==> src/rtl/max_exp_window_if.sv <==
// Beat/result handshake bundle between the exponent-window controller and its
// producer (master) and the alignment stage it feeds.
interface max_exp_window_if #(
    parameter int EXP_W = 6,
    parameter int CNT_W = 8
);
    logic                 start;
    logic [CNT_W-1:0]     num_beats;
    logic                 in_valid;
    logic                 in_ready;
    logic [8:0]           skip;
    logic [9*EXP_W-1:0]   exp_bus;
    logic                 out_valid;
    logic                 out_ready;
    logic [EXP_W-1:0]     max_exp;
    logic [CNT_W+3:0]     active_cnt;
    logic                 busy;

    modport master (
        output start, num_beats, in_valid, skip, exp_bus, out_ready,
        input  in_ready, out_valid, max_exp, active_cnt, busy
    );

    modport slave (
        input  start, num_beats, in_valid, skip, exp_bus, out_ready,
        output in_ready, out_valid, max_exp, active_cnt, busy
    );
endinterface

==> src/rtl/max_exp_window_ctrl.sv <==
// Multi-beat 9-lane exponent maximum with active-lane count and result handshake.
// Optional macro MAX_EXP_PIPE_EN adds a register stage after the lane-pair compare level.
module max_exp_window_ctrl #(
    parameter int EXP_W = 6,
    parameter int CNT_W = 8
) (
    input  logic                  clk,
    input  logic                  rst_n,
    max_exp_window_if.slave       bus
);
    localparam logic [1:0] S_IDLE  = 2'd0;
    localparam logic [1:0] S_ACCUM = 2'd1;
    localparam logic [1:0] S_HOLD  = 2'd2;

    localparam logic [CNT_W-1:0] ONE_BEAT = {{(CNT_W-1){1'b0}}, 1'b1};

    function automatic logic [EXP_W-1:0] max2(input logic [EXP_W-1:0] a,
                                              input logic [EXP_W-1:0] b);
        return (a > b) ? a : b;
    endfunction

    function automatic logic [3:0] popcnt9(input logic [8:0] v);
        logic [3:0] sum;
        sum = 4'd0;
        for (int i = 0; i < 9; i++) begin
            sum = sum + {3'd0, v[i]};
        end
        return sum;
    endfunction

    logic [1:0]         state_q, state_d;
    logic [CNT_W-1:0]   beats_left_q, beats_left_d;
    logic [EXP_W-1:0]   run_max_q, run_max_d;
    logic [CNT_W+3:0]   run_cnt_q, run_cnt_d;
    logic [EXP_W-1:0]   max_exp_q, max_exp_d;
    logic [CNT_W+3:0]   active_cnt_q, active_cnt_d;
    logic               in_ready_q, in_ready_d;
    logic               out_valid_q, out_valid_d;
    logic               busy_q, busy_d;
    logic               drain_q, drain_d;

    logic [EXP_W-1:0]   lane_s [9];
    logic [EXP_W-1:0]   pair_s [4];
    logic [3:0]         beat_cnt_s;
    logic               accept_s;
    logic               last_accept_s;
    logic               fold_vld_s;
    logic               fold_last_s;
    logic [EXP_W-1:0]   fold_max_s;
    logic [3:0]         fold_cnt_s;

    // Skipped lanes are forced to zero, then reduced to lane-pair maxima plus lane 9.
    always_comb begin
        for (int j = 0; j < 9; j++) begin
            lane_s[j] = bus.skip[j] ? {EXP_W{1'b0}} : bus.exp_bus[j*EXP_W +: EXP_W];
        end
        pair_s[0]  = max2(lane_s[8], lane_s[7]);
        pair_s[1]  = max2(lane_s[6], lane_s[5]);
        pair_s[2]  = max2(lane_s[4], lane_s[3]);
        pair_s[3]  = max2(lane_s[2], lane_s[1]);
        beat_cnt_s = popcnt9(~bus.skip);
    end

    assign accept_s      = bus.in_valid && in_ready_q && (state_q == S_ACCUM);
    assign last_accept_s = accept_s && (beats_left_q == ONE_BEAT);

`ifdef MAX_EXP_PIPE_EN
    logic [EXP_W-1:0]   pipe_pair_q [4];
    logic [EXP_W-1:0]   pipe_pair_d [4];
    logic [EXP_W-1:0]   pipe_l9_q, pipe_l9_d;
    logic [3:0]         pipe_cnt_q, pipe_cnt_d;
    logic               pipe_vld_q, pipe_vld_d;
    logic               pipe_last_q, pipe_last_d;

    // Stage inputs: the pair level and popcount travel with a valid/last tag.
    always_comb begin
        for (int k = 0; k < 4; k++) begin
            pipe_pair_d[k] = pair_s[k];
        end
        pipe_l9_d   = lane_s[0];
        pipe_cnt_d  = beat_cnt_s;
        pipe_vld_d  = accept_s;
        pipe_last_d = last_accept_s;
    end

    // Register stage between the pair compare level and the final reduction.
    always_ff @(posedge clk or negedge rst_n) begin
        if (!rst_n) begin
            for (int k = 0; k < 4; k++) begin
                pipe_pair_q[k] <= {EXP_W{1'b0}};
            end
            pipe_l9_q   <= {EXP_W{1'b0}};
            pipe_cnt_q  <= 4'd0;
            pipe_vld_q  <= 1'b0;
            pipe_last_q <= 1'b0;
        end else begin
            for (int k = 0; k < 4; k++) begin
                pipe_pair_q[k] <= pipe_pair_d[k];
            end
            pipe_l9_q   <= pipe_l9_d;
            pipe_cnt_q  <= pipe_cnt_d;
            pipe_vld_q  <= pipe_vld_d;
            pipe_last_q <= pipe_last_d;
        end
    end

    assign fold_vld_s  = pipe_vld_q;
    assign fold_last_s = pipe_last_q;
    assign fold_cnt_s  = pipe_cnt_q;
    assign fold_max_s  = max2(max2(max2(pipe_pair_q[0], pipe_pair_q[1]),
                                   max2(pipe_pair_q[2], pipe_pair_q[3])), pipe_l9_q);
`else
    assign fold_vld_s  = accept_s;
    assign fold_last_s = last_accept_s;
    assign fold_cnt_s  = beat_cnt_s;
    assign fold_max_s  = max2(max2(max2(pair_s[0], pair_s[1]),
                                   max2(pair_s[2], pair_s[3])), lane_s[0]);
`endif

    // Window FSM: running max/count, beat countdown and result capture.
    always_comb begin
        state_d      = state_q;
        beats_left_d = beats_left_q;
        run_max_d    = run_max_q;
        run_cnt_d    = run_cnt_q;
        max_exp_d    = max_exp_q;
        active_cnt_d = active_cnt_q;
        case (state_q)
            S_IDLE: begin
                if (bus.start) begin
                    state_d      = S_ACCUM;
                    beats_left_d = (bus.num_beats == {CNT_W{1'b0}}) ? ONE_BEAT : bus.num_beats;
                    run_max_d    = {EXP_W{1'b0}};
                    run_cnt_d    = {(CNT_W+4){1'b0}};
                end else begin
                    state_d = S_IDLE;
                end
            end
            S_ACCUM: begin
                if (accept_s) begin
                    beats_left_d = beats_left_q - ONE_BEAT;
                end else begin
                    beats_left_d = beats_left_q;
                end
                if (fold_vld_s) begin
                    run_max_d = max2(run_max_q, fold_max_s);
                    run_cnt_d = run_cnt_q + {{CNT_W{1'b0}}, fold_cnt_s};
                end else begin
                    run_max_d = run_max_q;
                    run_cnt_d = run_cnt_q;
                end
                if (fold_last_s) begin
                    state_d      = S_HOLD;
                    max_exp_d    = run_max_d;
                    active_cnt_d = run_cnt_d;
                end else begin
                    state_d = S_ACCUM;
                end
            end
            S_HOLD: begin
                if (bus.out_ready) begin
                    state_d = S_IDLE;
                end else begin
                    state_d = S_HOLD;
                end
            end
            default: begin
                state_d = S_IDLE;
            end
        endcase
    end

    // Output flags are registered from the next state so they align with it.
    always_comb begin
`ifdef MAX_EXP_PIPE_EN
        if (last_accept_s) begin
            drain_d = 1'b1;
        end else if (fold_last_s || (state_q != S_ACCUM)) begin
            drain_d = 1'b0;
        end else begin
            drain_d = drain_q;
        end
`else
        drain_d = 1'b0;
`endif
        in_ready_d  = (state_d == S_ACCUM) && !drain_d;
        out_valid_d = (state_d == S_HOLD);
        busy_d      = (state_d != S_IDLE);
    end

    // State and output registers; reset discards any partial window.
    always_ff @(posedge clk or negedge rst_n) begin
        if (!rst_n) begin
            state_q      <= S_IDLE;
            beats_left_q <= {CNT_W{1'b0}};
            run_max_q    <= {EXP_W{1'b0}};
            run_cnt_q    <= {(CNT_W+4){1'b0}};
            max_exp_q    <= {EXP_W{1'b0}};
            active_cnt_q <= {(CNT_W+4){1'b0}};
            in_ready_q   <= 1'b0;
            out_valid_q  <= 1'b0;
            busy_q       <= 1'b0;
            drain_q      <= 1'b0;
        end else begin
            state_q      <= state_d;
            beats_left_q <= beats_left_d;
            run_max_q    <= run_max_d;
            run_cnt_q    <= run_cnt_d;
            max_exp_q    <= max_exp_d;
            active_cnt_q <= active_cnt_d;
            in_ready_q   <= in_ready_d;
            out_valid_q  <= out_valid_d;
            busy_q       <= busy_d;
            drain_q      <= drain_d;
        end
    end

    assign bus.in_ready   = in_ready_q;
    assign bus.out_valid  = out_valid_q;
    assign bus.max_exp    = max_exp_q;
    assign bus.active_cnt = active_cnt_q;
    assign bus.busy       = busy_q;
endmodule

==> src/flat_wrapper.sv <==
// flat-port wrapper written by rule: the top's interface ports become plain ports
module max_exp_window_ctrl_flat 
#(
    parameter int EXP_W = 6,
    parameter int CNT_W = 8
)
  (clk, rst_n, bus_start, bus_num_beats, bus_in_valid, bus_skip, bus_exp_bus, bus_out_ready, bus_in_ready, bus_out_valid, bus_max_exp, bus_active_cnt, bus_busy);
  max_exp_window_if #(.EXP_W(EXP_W), .CNT_W(CNT_W)) bus_i ();
  input  logic clk;
  input  logic rst_n;
  input wire logic [$bits(bus_i.start)-1:0] bus_start;
  input wire logic [$bits(bus_i.num_beats)-1:0] bus_num_beats;
  input wire logic [$bits(bus_i.in_valid)-1:0] bus_in_valid;
  input wire logic [$bits(bus_i.skip)-1:0] bus_skip;
  input wire logic [$bits(bus_i.exp_bus)-1:0] bus_exp_bus;
  input wire logic [$bits(bus_i.out_ready)-1:0] bus_out_ready;
  output wire logic [$bits(bus_i.in_ready)-1:0] bus_in_ready;
  output wire logic [$bits(bus_i.out_valid)-1:0] bus_out_valid;
  output wire logic [$bits(bus_i.max_exp)-1:0] bus_max_exp;
  output wire logic [$bits(bus_i.active_cnt)-1:0] bus_active_cnt;
  output wire logic [$bits(bus_i.busy)-1:0] bus_busy;
  assign bus_i.start = bus_start;
  assign bus_i.num_beats = bus_num_beats;
  assign bus_i.in_valid = bus_in_valid;
  assign bus_i.skip = bus_skip;
  assign bus_i.exp_bus = bus_exp_bus;
  assign bus_i.out_ready = bus_out_ready;
  assign bus_in_ready = bus_i.in_ready;
  assign bus_out_valid = bus_i.out_valid;
  assign bus_max_exp = bus_i.max_exp;
  assign bus_active_cnt = bus_i.active_cnt;
  assign bus_busy = bus_i.busy;
  max_exp_window_ctrl #(.EXP_W(EXP_W), .CNT_W(CNT_W)) u_core (.clk(clk), .rst_n(rst_n), .bus(bus_i));
endmodule
==> config.mk <==
export PLATFORM = sky130hd
export DESIGN_NAME = max_exp_window_ctrl_flat
export DESIGN_NICKNAME = d
export VERILOG_FILES = /design/src/rtl/max_exp_window_if.sv /design/src/rtl/max_exp_window_ctrl.sv /design/src/flat_wrapper.sv
export SDC_FILE = /design/constraint.sdc
export NUM_CORES = 1
export LEC_CHECK = 0
export CAP_MARGIN = 20
export CORE_ASPECT_RATIO = 0.8
export CORE_MARGIN = 3
export CORE_UTILIZATION = 48
export DETAILED_ROUTE_END_ITERATION = 8
export HOLD_SLACK_MARGIN = 0.08
export PLACE_DENSITY = 0.78
export SYNTH_ARGS = -nofsm -noshare
export SYNTH_HDL_FRONTEND = slang
export SYNTH_SLANG_ARGS = --single-unit
==> constraint.sdc <==
create_clock -name clk -period 2.3 [get_ports clk]
set_input_delay 0.69 -clock clk [delete_from_list [all_inputs] [get_ports clk]]
set_output_delay 0.69 -clock clk [all_outputs]
set_load 0.01 [all_outputs]
Word-level counts from Yosys, hierarchy flattened. Index checks and enable logic that the tools add are counted.

Memory bits (read-only): 0. Register bits after elaboration: 49. Memories: 0. Output and inout bits: 21. Bits in writable memories: 0. Bits in latches: 0.

Equality and inequality tests: 7. Shifts and indexed selects: 0. Bitwise gates (word level): 1. Order comparisons: 9. $add $sub $neg: 10. Div/mod/pow operators: 0. Reductions and logical operators: 10. $mul: 0. Muxes and demuxes: 32.

Operators by type and width (count): $mux 6 (20); $gt 6x6->1 (9); $add 4x1->4 (7); $mux 12 (2); $mux 8 (3); $pmux 12 s2 (1); $pmux 8 s2 (1); $add 12x4->12 (1); $pmux 6 s2 (1); $not 9->9 (1); $eq 8x1->1 const B (1); $logic_not 8->1 (1); $sub 8x1->8 const B (1); $pmux 2 s3 (1); $eq 2x1->1 const B (2); $eq 2x2->1 const B (2); $mux 2 (2); $reduce_and 2->1 (2); $reduce_bool 2->1 (2); $logic_and 1x1->1 (3); $reduce_and 3->1 (1); $add 1x1->2 (1); $logic_not 2->1 (1); $ne 2x1->1 const B (1); 2 further kinds (2).

Depth between registers and ports, before layout. Gate-level depths: netlist of the first run.

Depth in word-level cells: 13. Mapped depth: 52. Mapped depth without buffers: 52.

Worst setup path before layout of the first run. No wires, ideal clock.

Path kind: in2reg. From: input bus_skip[5]. To: register u_core.max_exp_q[3], in the netlist u_core.bus.max_exp[3]. Required time: 2171 ps. Buffers on the path: 1. Setup time: 129 ps. Slack: -6624 ps. Data arrival time: 8795 ps. Cell stages on the path: 45. Path through: inv_1 -> nand2_1 -> ha_1 -> maj3_2 -> maj3_2 -> a221oi_4 -> a31oi_1 -> o21a_1 -> ha_1 -> nor2b_1 -> o21ai_0 -> a21oi_1 -> maj3_1 -> a32oi_4 -> nor2_1 -> a21oi_1 -> ha_1 -> nor2b_1 -> [9 not listed] -> a21oi_1 -> or2_1 -> a31oi_1 -> nor4_2 -> nor4b_4 -> mux2i_1 -> ha_1 -> nor2b_1 -> o21a_1 -> o21a_1 -> o21ai_0 -> nand2b_1 -> a21oi_1 -> o21ai_0 -> clkbuf_1 -> and3_1 -> a21oi_1 -> o21ai_1.

Longest elaborated chain between the ends: 12.

RTL lines: from (decl) (line flat_wrapper.sv:14) `input wire logic [$bits(bus_i.skip)-1:0] bus_skip;`; $mux 6 (*) (line max_exp_window_ctrl.sv:55) `lane_s[j] = bus.skip[j] ? {EXP_W{1'b0}} : bus.exp_bus[j*EXP_W +: EXP_W];`; $gt 6x6->1 (line max_exp_window_ctrl.sv:19) `return (a > b) ? a : b;`; $mux 6 (*) (line max_exp_window_ctrl.sv:19); $gt 6x6->1 (line max_exp_window_ctrl.sv:19); $mux 6 (*) (line max_exp_window_ctrl.sv:19); $gt 6x6->1 (line max_exp_window_ctrl.sv:19); $mux 6 (*) (line max_exp_window_ctrl.sv:19); $gt 6x6->1 (line max_exp_window_ctrl.sv:19); $mux 6 (*) (line max_exp_window_ctrl.sv:19); $gt 6x6->1 (line max_exp_window_ctrl.sv:19); $mux 6 (*) (line max_exp_window_ctrl.sv:19); $mux 6 (*) (line max_exp_window_ctrl.sv:145) `if (fold_vld_s) begin`; to (signal assigned) (line max_exp_window_ctrl.sv:198) `max_exp_q <= {EXP_W{1'b0}};`; to (signal assigned) (line max_exp_window_ctrl.sv:209) `max_exp_q <= max_exp_d;`; to (decl) (line max_exp_window_ctrl.sv:35) `logic [EXP_W-1:0] max_exp_q, max_exp_d;`.

Every way passes the cells marked *; elsewhere a longest branch is shown, timed or not. A chain may end at the register's enable or synchronous reset.

Final worst setup path of the first run.
From: input bus_skip[2]. To: register u_core.max_exp_q[3], in the netlist u_core.bus.max_exp[3].

Same word-level chain as after synthesis.

==> results of run 1 <==
[synth_stat cells, drive strengths merged, types with 2 or more instances]
cell,n
nand2,63
ha,53
inv,53
a21oi,52
o21ai,51
dfrtp,49
nor2b,42
nor2,36
mux2i,21
a31oi,12
a21o,11
nand2b,11
xnor2,11
clkbuf,10
nand3,9
nor3,9
maj3,8
o21a,8
mux2,7
nand4,7
nor4,7
fa,6
and3,5
o22ai,5
or2,5
a22oi,4
a31o,4
a22o,3
and2,3
and2b,3
o211ai,3
o31ai,3
xor2,3
a211o,2
a221oi,2
buf,2
nor4b,2
o22a,2
[placed cells by master (no fill, tap or decap), drive strengths merged, types with 4 or more instances in the layout]
master / Yosys / layout
xnor2: 11 / 11
nor3: 9 / 9
buf: 2 / 239
ha: 53 / 53
or2: 5 / 5
o22ai: 5 / 5
a31o: 4 / 4
dlygate4sd2: 0 / 6
o21ai: 51 / 51
nand2: 63 / 63
a21o: 11 / 11
nor2b: 42 / 42
fa: 6 / 6
a21oi: 52 / 52
and3: 5 / 5
a22oi: 4 / 4
maj3: 8 / 8
nor4: 7 / 7
a31oi: 12 / 12
nor2: 36 / 36
clkdlybuf4s50: 0 / 59
nand2b: 11 / 11
nand3: 9 / 9
dlymetal6s2s: 0 / 18
mux2i: 21 / 21
nand4: 7 / 7
o21a: 8 / 8
inv: 53 / 51
mux2: 7 / 7
dfrtp: 49 / 49
clkbuf: 10 / 10
[how the worst min path moves through the flow]
stage	cells past startpoint	to	slack (ns)
3_5_place_dp	2	u_core.bus.active_cnt[11]	0.47
2_1_floorplan	0	u_core.beats_left_q[0]	0.39
6_report	1	u_core.run_cnt_q[6]	0.36
4_1_cts	1	u_core.run_cnt_q[6]	0.38
3_3_place_gp	2	u_core.bus.active_cnt[1]	0.47
5_1_grt	1	u_core.run_cnt_q[6]	0.39
[cell type report]
class                   instances  area (um2)
diodes                          1       2.502
clock inverters                 1       30.03
repair buffers                328        2793
fillers                       306       706.9
inverters                      53       206.4
clock buffers                   7       142.6
multi-input cells             491        4652
flip-flops and latches         49        1226
well taps                     136       170.2
[logic make-up (layout without fill, tap and decap cells)]
kind of cell | Yosys count | in the layout | share of synthesized area [%]
AOI/OAI and AO/OA | 175 | 175 | 23.49
xor gates and xnor gates | 14 | 14 | 2.439
adders and majority gates | 67 | 67 | 17.25
buffers and inverters | 65 | 389 | 4.878
DFF | 49 | 49 | 24.39
muxes | 28 | 28 | 5.898
other | 0 | 1 | 0
and+or+nand+nor | 207 | 207 | 21.65
[per-layer routing]
metal,track usage [%],vias to the layer above,wire length (um)
met5,0,-,0
met3,5.239,290,3135
met1,39.11,3394,9625
met2,56.68,773,13040
met4,13.07,0,2822
li1,-,2801,-
[sequential cells by signal (all words and copies together) (netlist names)]
name	count
u_core.beats_left_q	8
u_core.bus.active_cnt	12
u_core.bus.busy	1
u_core.bus.in_ready	1
u_core.bus.max_exp	6
u_core.bus.out_valid	1
u_core.run_cnt_q	12
u_core.run_max_q	6
u_core.state_q	2
[where the power goes]
part | internal, W | switching (W)
clock | 0.000545 | 0.000356
combinational | 0.00415 | 0.00468
sequential | 0.00116 | 0.000350
total | 0.00585 | 0.00538
[metrics by stage]
| stage | instance area (um2) | utilization [%] | worst slack, ns | TNS [ns] | hold slack, ns |
|---|---|---|---|---|---|
| 2_1_floorplan | 5221 | - | -5.933 | -119.18 | 0.3944 |
| 3_3_place_gp | 7540 | 75.93 | -6.410 | -148.41 | 0.4721 |
| 3_5_place_dp | 7540 | 75.93 | -6.817 | -154.48 | 0.4708 |
| 4_1_cts | 8398 | 84.58 | -6.047 | -124.15 | 0.3823 |
| 5_1_grt | 9223 | 92.88 | -7.484 | -152.06 | 0.3888 |
| 6_report | 9223 | 92.88 | -7.459 | -150.65 | 0.3648 |
[worst register-to-register path, delay by kind of cell, from the launching register on]
kind             cells  cell delay, ns
AND/OR/NAND/NOR      4            1.37
flip-flops           1            0.49
XOR/XNOR             1            0.28
AO/OA/AOI/OAI        2            0.45
[timing repair]
action,CTS,global route
gates resized for setup,145,140
setup buffers,33,37
setup endpoints to repair,36,36
pin swaps,80,88
==> results.yml, run 1 <==
timing:
  setup_slack_ns: -7.459
  tightest_slew_ns: 0.8733
  finalHoldViolations: 0
  maxSlewViolCount: 0
  fin_crit_ns: 9.759
  fmax_mhz: 102.5
  setup_viol: 37
  rsz0062_at_grt: "yes"
  finClkSkew_ns: 0.01387
  period_share_pct: 424.3
  max-slew-margin-rel_pct: 41.24
critical_path:
  reg2reg_depth: 7
  rrSetupSlack_ns: -0.45
  r2r_start: "u_core.state_q[0]"
  crit_buf_inv: 8
  critical_path_arrival_ns: 9.96
  cp-start-kind: "primary input"
  worst-path-stages: 47
  worst_ep_required_time_ns: 2.50
  crit_start: "bus_skip[2]"
  criticalPathCategory: "in -> reg"
  cp-end-kind: "flip-flop"
  r2r_end: "u_core.run_cnt_q[10]"
  cp_max_fo: 6
  critPathMaxStageDelay_ns: 0.43
  cp_slowest_cell: "a31oi_2"
  path_delay_family: "compound AO/OA/AOI/OAI gates"
  crit_path_end: "u_core.bus.max_exp[3]"
synth:
  synth_cells: 605
  yosysTopAreaCellShare_pct: 24.39
  synth_edf_count: 0
  synthArstFlopShare_pct: 100.0
  synth-main-ff-cell: "dfrtp_1"
  synth_nets: 740
  synth_top_area_cell: "dfrtp_1"
  syn_area_mm2: 0.005027
  avgSynthCellArea_um2: 8.310
  ys_seq_area_share_pct: 24.39
  ys_types: 70
  synth_seq_cells: 49
  yosys_warnings: 0
  synthTopCellsByArea: "dfrtp_1 (24%), ha_1 (13%), a21oi_1 (5.1%), nor2b_1 (5.0%), nand2_1 (4.7%)"
detailed_routing:
  wirelength_um: 28630
  vias: 7258
  drc: 0
  detail_route.iter0.violations: 1059
  wl_per_cell_um: 26.85
  ant_nets: 0
  firstDrtPassIters: 7
  drt-vias-per-instance: 6.809
floorplan:
  chipHeight_um: 97.54
  die-area_mm2: 0.01175
  coreArea_mm2: 0.009930
  die_w_um: 120.4
  rows: 32
  initial_core_util_pct: 50.63
  pin_count: 97
global_route:
  grtUsageTotal_pct: 32.26
  grt_max_degree: 23
  grt_pass1_wl_um: 31190
  gr-total-overflow: 0
  grt_pass1_vias: 6478
  antenna_found_initial: 1
placed_design:
  dpl.hpwl_um: 12280
  port-buffer-count: 96
  dp.cells: 989
  place_congestion: 0.9478
run_status:
  violations: "setup timing"
  status: "complete, but fails checks"
clock_tree:
  cts_buffers: 5
  insertion_delay_ns: 0.31
  root_buffer: "clkbuf_16"
  hold_buffers: 0
  tritoncts: "built"
  htreeDepth: 2
  cts_sinks: 49
  cts.reportedPaths.clkPinSlew_ns: 0.08
  max-clock-path-buffers: 2
pwr:
  powerDensity_mw_per_mm2: 1218
  p_leak_nw: 4.342
  total_power_w: 0.01123
  ir_worst_vdd_mv: 1.346
final_layout:
  drive_gt1_share_pct: 48.76
  stdcell_count: 1066
  final_nets: 1063
  syn2layout_area_growth_pct: 83.45
run:
  cap_violations: 0
hold_path:
  hold_class: "in -> async"
Power figures use the tool's default switching activity.
==> run 2, diff against run 1 <==
CAP_MARGIN = not set   (was 20)
SKIP_LAST_GASP = 1   (was not set)
==> run 2 against run 1 <==
  * The flow still finishes with violations (setup timing)
  * Wire length increased by 2.1%
  * Non-clock buffer count decreased by 1
  * Combinational power increased by 0.6%
  * Die area unchanged
  * First-iteration DRC count increased by 2.5%
  * Design area about the same
  * Clock skew decreased by 0.0013 ns
  * Utilization decreased by 0.063 points
  * Total power increased by 0.34%
  * Sequential power about the same
  * Worst setup slack improved by 0.24 ns
==> results.yml, run 2 (synthesis gave the netlist of run 1 again) <==
run_status:
  status: "complete, but fails checks"
  violations: "setup timing"
critical_path:
  reg2reg_depth: 7
  worst_ep_required_time_ns: 2.48
  r2r_start: "u_core.state_q[1]"
  cp_max_fo: 6
  criticalPathCategory: "in -> reg"
  critical_path_arrival_ns: 9.70
  r2r_end: "u_core.bus.active_cnt[10]"
  critPathMaxStageDelay_ns: 0.44
  cp-start-kind: "primary input"
  cp-end-kind: "flip-flop"
  rrSetupSlack_ns: -0.29
  cp_slowest_cell: "nor2_1"
clock_tree:
  root_buffer: "clkbuf_16"
  cts_sinks: 49
  cts_buffers: 5
  cts.reportedPaths.clkPinSlew_ns: 0.08
  max-clock-path-buffers: 2
  insertion_delay_ns: 0.31
  htreeDepth: 2
  tritoncts: "built"
timing:
  tightest_slew_ns: 0.6345
  period_share_pct: 414.0
  maxSlewViolCount: 0
  setup_slack_ns: -7.221
  max-slew-margin-rel_pct: 57.37
  fmax_mhz: 105.0
  finalHoldViolations: 0
  fin_crit_ns: 9.521
  rsz0062_at_grt: "yes"
  setup_viol: 36
  setup_tns_ns: -145.64
  finClkSkew_ns: 0.01254
hold_path:
  hold_class: "in -> async"
floorplan:
  pin_count: 97
  rows: 32
  die-area_mm2: 0.01175
  chipHeight_um: 97.54
  die_w_um: 120.4
  initial_core_util_pct: 50.63
  coreArea_mm2: 0.009930
final_layout:
  drive_gt1_share_pct: 48.28
  mostFrequentLayoutCells: "buf_4 (210), clkdlybuf4s50_1 (58), dfrtp_1 (49), nand2_1 (44), inv_1 (40)"
  final_nets: 1062
  final_common_cell: "buf_4"
  fillers: 332
  syn2layout_area_growth_pct: 83.33
detailed_routing:
  drc: 0
  firstDrtPassIters: 6
  wirelength_um: 29240
  wl_per_cell_um: 27.46
  ant_nets: 0
  detail_route.iter0.violations: 1086
  vias: 7289
  drt-vias-per-instance: 6.844
placed_design:
  place_congestion: 0.9478
  port-buffer-count: 96
  pre_cts_slack_ns: -6.817
  dpl.hpwl_um: 12280
pwr:
  powerDensity_mw_per_mm2: 1223
  p_leak_nw: 4.350
  ir_worst_vdd_mv: 1.139
  total_power_w: 0.01127
global_route:
  grt_pass1_wl_um: 32100
  antenna_found_initial: 1
  grtUsageTotal_pct: 33.47
  grt_max_degree: 23
  grt_pass1_vias: 6500
  gr-total-overflow: 0
run:
  cap_violations: 0
==> run 2: cell count changes in the layout (fill, tap and decap cells not counted), moves of 3 or more <==
cell and change:
nand2_1 -3, buf_4 -3, buf_6 +3, a21oi_1 +3, a21oi_2 -4, ha_1 +3
==> run 2: worst max-delay path by stage <==
stage	startpoint	to	slack, ns	depth (start not counted)
2_1_floorplan	bus_skip[6]	u_core.bus.max_exp[3]	-5.93	44
3_5_place_dp	bus_skip[1]	u_core.bus.max_exp[3]	-6.82	50
3_3_place_gp	bus_skip[2]	u_core.bus.max_exp[3]	-6.41	50
4_1_cts	bus_skip[6]	u_core.bus.max_exp[2]	-6.05	44
6_report	bus_skip[4]	u_core.bus.max_exp[2]	-7.22	45
5_1_grt	bus_skip[3]	u_core.bus.max_exp[2]	-7.46	47
==> run 2: what timing repair did <==
action,CTS,global route
endpoints found under the setup margin,36,36
cloned,0,0
hold buffers,0,0
pin swaps,80,79
buffers inserted,33,35
gates resized for setup,137,152
==> run 2: cell type report <==
type | instances | area (um2) | share of cell area [%]
Timing Repair Buffer | 327 | 2791 | 30.29
Clock inverter | 1 | 30.03 | 0.3258
Multi-Input combinational cell | 491 | 4647 | 50.42
Antenna cell | 1 | 2.502 | 0.02715
Clock buffer | 7 | 142.6 | 1.548
Sequential cell | 49 | 1226 | 13.30
Tap cell | 136 | 170.2 | 1.846
Inverter | 53 | 206.4 | 2.240
==> run 2: worst max-delay path: cells and delay by family <==
| kind | cells | cell delay [ns] |
|---|---|---|
| AOI/OAI and AO/OA | 18 | 3.21 |
| adders and majority gates | 7 | 1.89 |
| and+or+nand+nor | 9 | 1.62 |
| buffers and inverters | 8 | 1.36 |
| muxes | 3 | 0.92 |
==> run 2: layer usage <==
layer / up-vias / share of wire [%] / GRT usage, %
met4: 0 / 10 / 13.68
met5: - / 0 / 0
li1: 2808 / - / -
met1: 3352 / 32 / 40.62
met2: 794 / 45 / 59.08
met3: 335 / 13 / 4.889
==> run 2: report_power, final <==
group / internal (W) / switching, W
combinational: 0.00414 / 0.00472
clock: 0.000545 / 0.000361
sequential: 0.00116 / 0.000340
total: 0.00585 / 0.00542
==> run 2: per-stage QoR <==
stage / hold WS, ns / instances / instance area [um2] / utilization [%]
3_5_place_dp: 0.4708 / 989 / 7540 / 75.93
2_1_floorplan: 0.3944 / 605 / 5221 / -
4_1_cts: 0.3823 / 1030 / 8373 / 84.32
3_3_place_gp: 0.4721 / 989 / 7540 / 75.93
6_report: 0.3744 / 1065 / 9216 / 92.82
5_1_grt: 0.4030 / 1065 / 9216 / 92.82
